[config.mk]
export PLATFORM = sky130hd
export DESIGN_NAME = pid_loop_sequencer_flat
export DESIGN_NICKNAME = d
export VERILOG_FILES = /design/src/rtl/pid_loop_sequencer_if.sv /design/src/rtl/pid_loop_sequencer.sv /design/src/flat_wrapper.sv
export SDC_FILE = /design/constraint.sdc
export NUM_CORES = 1
export LEC_CHECK = 0
export CAP_MARGIN = 5
export CORE_UTILIZATION = 50
export CTS_BUF_LIST = sky130_fd_sc_hd__clkbuf_8
export DETAILED_ROUTE_END_ITERATION = 6
export PLACE_DENSITY = 0.82
export SYNTH_ARGS = -nofsm -noshare
export SYNTH_HDL_FRONTEND = slang
export SYNTH_SLANG_ARGS = --single-unit
[constraint.sdc]
create_clock -name clk -period 3.2 [get_ports clk]
set_clock_uncertainty 0.2 [all_clocks]
set_input_delay 0.32 -clock clk [delete_from_list [all_inputs] [get_ports clk]]
set_output_delay 0.32 -clock clk [all_outputs]
set_load 0.005 [all_outputs]
[src/rtl/pid_loop_sequencer_if.sv]
// rtl/pid_loop_sequencer_if.sv - sensor handshake and PID datapath signals around the loop sequencer
interface pid_loop_sequencer_if;
  logic               sensor_req;
  logic               sensor_ack;
  logic signed [15:0] sensor_data;
  logic signed [15:0] pid_set_temp;
  logic signed [15:0] pid_curr_temp;
  logic               pid_step;
  logic signed [15:0] pid_control;

  modport master (
    output sensor_req, pid_set_temp, pid_curr_temp, pid_step,
    input  sensor_ack, sensor_data, pid_control
  );

  modport slave (
    input  sensor_req, pid_set_temp, pid_curr_temp, pid_step,
    output sensor_ack, sensor_data, pid_control
  );
endinterface

[src/rtl/pid_loop_sequencer.sv]
// rtl/pid_loop_sequencer.sv - one PID control iteration per sample period: sensor request, PID step, duty update
module pid_loop_sequencer #(
  parameter int SAMPLE_PERIOD = 100000,
  parameter int PID_LAT       = 3,
  parameter int TIMEOUT       = 1000,
  parameter int MAX_FAULTS    = 3
) (
  input  logic                 clk,
  input  logic                 reset,
  input  logic                 enable_i,
  input  logic                 fault_clr_i,
  input  logic signed [15:0]   set_temp_i,
  pid_loop_sequencer_if.master loop_if,
  output logic [15:0]          duty_out_o,
  output logic                 duty_valid_o,
  output logic                 fault_o,
  output logic                 overrun_o
);
  localparam int TICK_W = $clog2(SAMPLE_PERIOD);
  localparam int TMO_W  = $clog2(TIMEOUT + 1);
  localparam int SET_W  = $clog2(PID_LAT + 1);
  localparam int FLT_W  = $clog2(MAX_FAULTS + 1);

  typedef enum logic [2:0] {
    ST_IDLE, ST_WAIT_TICK, ST_REQ, ST_STEP, ST_SETTLE, ST_UPDATE, ST_FAULT
  } state_t;

  state_t             state_q;
  logic [TICK_W-1:0]  tick_q;
  logic [TMO_W-1:0]   tmo_q;
  logic [SET_W-1:0]   settle_q;
  logic [FLT_W-1:0]   fault_cnt_q;
  logic               sensor_req_q;
  logic               pid_step_q;
  logic               duty_valid_q;
  logic               fault_q;
  logic               overrun_q;
  logic signed [15:0] pid_set_q;
  logic signed [15:0] pid_curr_q;
  logic [15:0]        duty_q;

  logic               tick_run;
  logic               tick;
  logic               busy;
  logic [15:0]        duty_clamped;

  assign tick_run     = enable_i && (state_q != ST_FAULT);
  assign tick         = tick_run && (tick_q == TICK_W'(SAMPLE_PERIOD - 1));
  assign busy         = (state_q == ST_REQ) || (state_q == ST_STEP) ||
                        (state_q == ST_SETTLE) || (state_q == ST_UPDATE);
  assign duty_clamped = loop_if.pid_control[15] ? 16'd0 : $unsigned(loop_if.pid_control);

  // SETTLE spans PID_LAT-1 cycles so the duty_valid of UPDATE lands PID_LAT cycles after pid_step.
  always_ff @(posedge clk or posedge reset) begin
    if (reset) begin
      state_q      <= ST_IDLE;
      tick_q       <= '0;
      tmo_q        <= '0;
      settle_q     <= '0;
      fault_cnt_q  <= '0;
      sensor_req_q <= 1'b0;
      pid_step_q   <= 1'b0;
      duty_valid_q <= 1'b0;
      fault_q      <= 1'b0;
      overrun_q    <= 1'b0;
      pid_set_q    <= '0;
      pid_curr_q   <= '0;
      duty_q       <= '0;
    end else begin
      pid_step_q   <= 1'b0;
      duty_valid_q <= 1'b0;
      tick_q       <= (!tick_run || tick) ? '0 : tick_q + 1'b1;
      if (tick && busy)
        overrun_q <= 1'b1;
      if (fault_clr_i)
        overrun_q <= 1'b0;

      if (!enable_i && state_q != ST_FAULT) begin
        state_q      <= ST_IDLE;
        sensor_req_q <= 1'b0;
      end else begin
        case (state_q)
          ST_IDLE: state_q <= ST_WAIT_TICK;
          ST_WAIT_TICK: begin
            if (tick) begin
              state_q      <= ST_REQ;
              sensor_req_q <= 1'b1;
              tmo_q        <= '0;
            end
          end
          ST_REQ: begin
            if (loop_if.sensor_ack) begin
              pid_curr_q   <= loop_if.sensor_data;
              pid_set_q    <= set_temp_i;
              sensor_req_q <= 1'b0;
              fault_cnt_q  <= '0;
              pid_step_q   <= 1'b1;
              state_q      <= ST_STEP;
            end else if (tmo_q == TMO_W'(TIMEOUT - 1)) begin
              sensor_req_q <= 1'b0;
              fault_cnt_q  <= fault_cnt_q + 1'b1;
              if (fault_cnt_q == FLT_W'(MAX_FAULTS - 1)) begin
                state_q <= ST_FAULT;
                fault_q <= 1'b1;
                duty_q  <= '0;
              end else begin
                state_q <= ST_WAIT_TICK;
              end
            end else begin
              tmo_q <= tmo_q + 1'b1;
            end
          end
          ST_STEP: begin
            settle_q <= SET_W'(1);
            if (PID_LAT == 1) begin
              duty_q       <= duty_clamped;
              duty_valid_q <= 1'b1;
              state_q      <= ST_UPDATE;
            end else begin
              state_q <= ST_SETTLE;
            end
          end
          ST_SETTLE: begin
            if (settle_q == SET_W'(PID_LAT - 1)) begin
              duty_q       <= duty_clamped;
              duty_valid_q <= 1'b1;
              state_q      <= ST_UPDATE;
            end else begin
              settle_q <= settle_q + 1'b1;
            end
          end
          ST_UPDATE: state_q <= ST_WAIT_TICK;
          ST_FAULT: begin
            if (fault_clr_i) begin
              state_q     <= ST_IDLE;
              fault_q     <= 1'b0;
              fault_cnt_q <= '0;
            end
          end
          default: state_q <= ST_IDLE;
        endcase
      end
    end
  end

  assign loop_if.sensor_req    = sensor_req_q;
  assign loop_if.pid_step      = pid_step_q;
  assign loop_if.pid_set_temp  = pid_set_q;
  assign loop_if.pid_curr_temp = pid_curr_q;
  assign duty_out_o            = duty_q;
  assign duty_valid_o          = duty_valid_q;
  assign fault_o               = fault_q;
  assign overrun_o             = overrun_q;
endmodule

[src/flat_wrapper.sv]
// flat-port wrapper written by rule: the top's interface ports become plain ports
module pid_loop_sequencer_flat 
#(
  parameter int SAMPLE_PERIOD = 100000,
  parameter int PID_LAT       = 3,
  parameter int TIMEOUT       = 1000,
  parameter int MAX_FAULTS    = 3
)
  (clk, reset, enable_i, fault_clr_i, set_temp_i, duty_out_o, duty_valid_o, fault_o, overrun_o, loop_if_sensor_req, loop_if_pid_set_temp, loop_if_pid_curr_temp, loop_if_pid_step, loop_if_sensor_ack, loop_if_sensor_data, loop_if_pid_control);
  pid_loop_sequencer_if loop_if_i ();
  input  logic clk;
  input  logic reset;
  input  logic enable_i;
  input  logic fault_clr_i;
  input  logic signed [15:0] set_temp_i;
  output logic [15:0] duty_out_o;
  output logic duty_valid_o;
  output logic fault_o;
  output logic overrun_o;
  output wire logic [$bits(loop_if_i.sensor_req)-1:0] loop_if_sensor_req;
  output wire logic [$bits(loop_if_i.pid_set_temp)-1:0] loop_if_pid_set_temp;
  output wire logic [$bits(loop_if_i.pid_curr_temp)-1:0] loop_if_pid_curr_temp;
  output wire logic [$bits(loop_if_i.pid_step)-1:0] loop_if_pid_step;
  input wire logic [$bits(loop_if_i.sensor_ack)-1:0] loop_if_sensor_ack;
  input wire logic [$bits(loop_if_i.sensor_data)-1:0] loop_if_sensor_data;
  input wire logic [$bits(loop_if_i.pid_control)-1:0] loop_if_pid_control;
  assign loop_if_sensor_req = loop_if_i.sensor_req;
  assign loop_if_pid_set_temp = loop_if_i.pid_set_temp;
  assign loop_if_pid_curr_temp = loop_if_i.pid_curr_temp;
  assign loop_if_pid_step = loop_if_i.pid_step;
  assign loop_if_i.sensor_ack = loop_if_sensor_ack;
  assign loop_if_i.sensor_data = loop_if_sensor_data;
  assign loop_if_i.pid_control = loop_if_pid_control;
  pid_loop_sequencer #(.SAMPLE_PERIOD(SAMPLE_PERIOD), .PID_LAT(PID_LAT), .TIMEOUT(TIMEOUT), .MAX_FAULTS(MAX_FAULTS)) u_core (.clk(clk), .reset(reset), .enable_i(enable_i), .fault_clr_i(fault_clr_i), .set_temp_i(set_temp_i), .loop_if(loop_if_i), .duty_out_o(duty_out_o), .duty_valid_o(duty_valid_o), .fault_o(fault_o), .overrun_o(overrun_o));
endmodule
==> run metrics <==
I/O Buffers=104; Post-Syn Nets=417; clk root buf=clkbuf_8; Sw Ratio=0.305; initial core utilization=0.520; wire per inst=15.4 um; initial antenna violation count=0; vias in the first global route=3034; R2R setup slack=0.53 ns; first-pass GRT wire length=14800 um; DPL Wire Length=6440 um; Area after DPL=5130 um2; Cell Pwr Density=701 nW/um2; final core utilization=0.688; Post-synth ARST share=1.00; yosys warns=0; worst reg2reg endpoint=u_core.duty_out_o[10]; clk slew on worst S/H paths=0.09 ns; synthesized cell area=4020 um2; max frequency=374 MHz; Inserted Diodes=0; die height=91.6 um; Clock Power Share=0.195; post-route cell area=5320 um2; TritonCTS clock tree=built; worst min path class=primary input to asynchronous set/reset pin; Storage cell area=2150 um2; multi-input combinational cell area=1670 um2; # Max-Cap Violations=0; critical path class=flop to flop; synth top area cells=dfrtp_1 54%, mux2_2 9.5%, mux2i_1 5.0%; grt total ovfl=0; final hold vios=0; Critical Path, Cell by Cell=ha_1 -> nor4bb_1 -> and3_1 -> o21ai_0 -> or3_1 -> mux2i_1; vias post-DR=3085; post-synth top area cell=dfrtp_1; sequential share of power=0.449; first-pass iteration count of the detailed router=4; Worst-Margin Slew=0.908 ns; fin nets=522; post-layout min period=2.67 ns; Fill cells=569; max incr delay on CP=0.73 ns; Post-Synthesis Cells=360; final WL=8800 um; Max Root-Sink Buffers=2; synthesized area per cell=11.2 um2; Logic pwr share=0.355; Hold WS=0.190 ns; largest net degree at the start of global routing=46; worst path bufs/invs=0; TritonCTS Buffers=9; die width=91.6 um; Rows=32; global-route total usage across every layer=0.224; Most used DFF post-synth=dfrtp_1; DR iter-0 viols=105; status=complete, no violations; Clock Latency Late Sink=0.36 ns; Lkg Pwr=0.00247 uW; DR DRC count=0; Net Sw Power=1140 uW; share of cells above drive strength 1=0.149; Post-Route Setup TNS=0 ns; Startpoint Class=flop; Critical Path Source=u_core.tmo_q[0]; hold buffers post-CTS=0; area grow syn2layout=32.5%; Yosys cell types=55; I/O Pins=106; worst reg2reg path depth=6; post-synthesis sequential element count=86; worst path arrival time=2.68 ns; H-tree levels=3; post-synth top area share=0.536; CTS sink count=86; Worst VDD drop=0.430 mV; Setup violations, final=0; register area share after synthesis=0.536; number of vias per cell=5.39; RSZ-0062 raised after global routing=no; Data required, critical path=3.21 ns; CP max FO=15; Final GP Congestion=0.894; Post-CTS Setup Inserts=0; Post-synth EDFFs=0; Worst Setup End Kind=flop; Final Max Tran Viols=0; cell-internal power=2590 uW; R2R Path Start=u_core.tmo_q[0]; final period utilization=0.835; core footprint=7730 um2; post-route ant nets=0; die area=8390 um2; Worst path slowest cell=or3_1; PostCTS Resize Cnt=0; Top delay family on crit path=simple AND/OR/NAND/NOR gates; Worst slew margin=0.392
[sequential cells by signal, summed over array words and instances (netlist names)]
| signal | flops |
|---|---|
| u_core.fault_o | 1 |
| u_core.loop_if.pid_set_temp | 16 |
| u_core.duty_valid_o | 1 |
| u_core.loop_if.sensor_req | 1 |
| u_core.tmo_q | 10 |
| u_core.tick_q | 17 |
| u_core.loop_if.pid_curr_temp | 16 |
| u_core.overrun_o | 1 |
| u_core.settle_q | 2 |
| u_core.fault_cnt_q | 2 |
| u_core.duty_out_o | 15 |
| u_core.state_q | 3 |
| u_core.loop_if.pid_step | 1 |
[worst max path at each step]
| stage | depth (start not counted) | slack, ns | end |
|---|---|---|---|
| 2_1_floorplan | 1 | 0.46 | u_core.duty_out_o[0] |
| 3_3_place_gp | 6 | 0.66 | u_core.duty_out_o[0] |
| 3_5_place_dp | 6 | 0.54 | u_core.duty_out_o[7] |
| 4_1_cts | 6 | 0.52 | u_core.duty_out_o[10] |
| 5_1_grt | 6 | 0.36 | u_core.duty_out_o[8] |
| 6_report | 6 | 0.53 | u_core.duty_out_o[10] |
[power by group through the flow]
| stage | Sequential [uW] | Clock (uW) | Combinational, uW |
|---|---|---|---|
| after CTS | 1670 | 746 | 1340 |
| after global routing | 1730 | 792 | 1440 |
| after global placement | 1660 | 0 | 1290 |
| final | 1670 | 728 | 1320 |
| after detailed placement | 1690 | 0 | 1330 |
| after floorplan | 1650 | 0 | 598 |
[cell usage after synthesis (all sizes together), types with 5 or more instances]
| library cell | n |
|---|---|
| dfrtp | 86 |
| nand2 | 35 |
| nor2 | 35 |
| mux2 | 34 |
| inv | 25 |
| mux2i | 20 |
| nand3 | 17 |
| buf | 11 |
| o21ai | 11 |
| xor2 | 10 |
| xnor2 | 7 |
| clkbuf | 5 |
[logic make-up (layout without fill, tap and decap cells)]
logic type	Yosys count	in the layout	share of synthesized area
AOI/OAI and AO/OA	34	34	0.0623
and+or+nand+nor	123	123	0.157
muxes	54	54	0.145
buffers and inverters	41	151	0.0489
other	1	1	0.000934
adders and majority gates	4	4	0.0125
xor gates and xnor gates	17	17	0.0371
DFF	86	86	0.536
[routing by layer]
layer  track usage  wire (um)
met5             0          0
met4        0.0952        178
met3        0.0514        516
met2         0.376       4540
met1         0.279       3560
[per-stage QoR]
step                      total power [uW]  worst slack (ns)  cells
after floorplan                       2250             0.458    360
after global placement                2950             0.663    556
after detailed placement              3030             0.538    556
after CTS                             3760             0.520    572
after global routing                  3960             0.356    572
final                                 3730             0.529    572
[layout by cell type, fill, tap and decap left out, types with 2 or more instances in the layout]
master | netlist | routed
nand3b_1 | 3 | 3
and4_1 | 3 | 3
nand2_1 | 35 | 35
or3_1 | 3 | 3
clkdlybuf4s50_1 | 0 | 104
nand3_1 | 17 | 17
buf_4 | 4 | 6
nor2b_1 | 3 | 3
inv_6 | 0 | 2
dfrtp_1 | 86 | 86
inv_1 | 25 | 24
o21ai_0 | 10 | 10
clkinv_4 | 0 | 2
or4_1 | 2 | 2
nor3_1 | 4 | 4
xor2_1 | 10 | 10
mux2i_1 | 20 | 20
ha_1 | 4 | 4
a31oi_1 | 3 | 3
o31ai_1 | 3 | 3
nor2_1 | 35 | 35
clkbuf_8 | 0 | 10
and3_1 | 3 | 3
xnor2_1 | 7 | 7
nand4_1 | 3 | 3
o22ai_1 | 2 | 2
mux2_2 | 34 | 34
[final cells by class]
type	count	share of cell area
flip-flops and latches	86	0.405
inverters	25	0.0179
clock inverters	6	0.0101
repair buffers	110	0.204
well taps	102	0.0240
multi-input cells	233	0.313
clock buffers	10	0.0259
No activity file was read; power rests on OpenSTA's default activity.
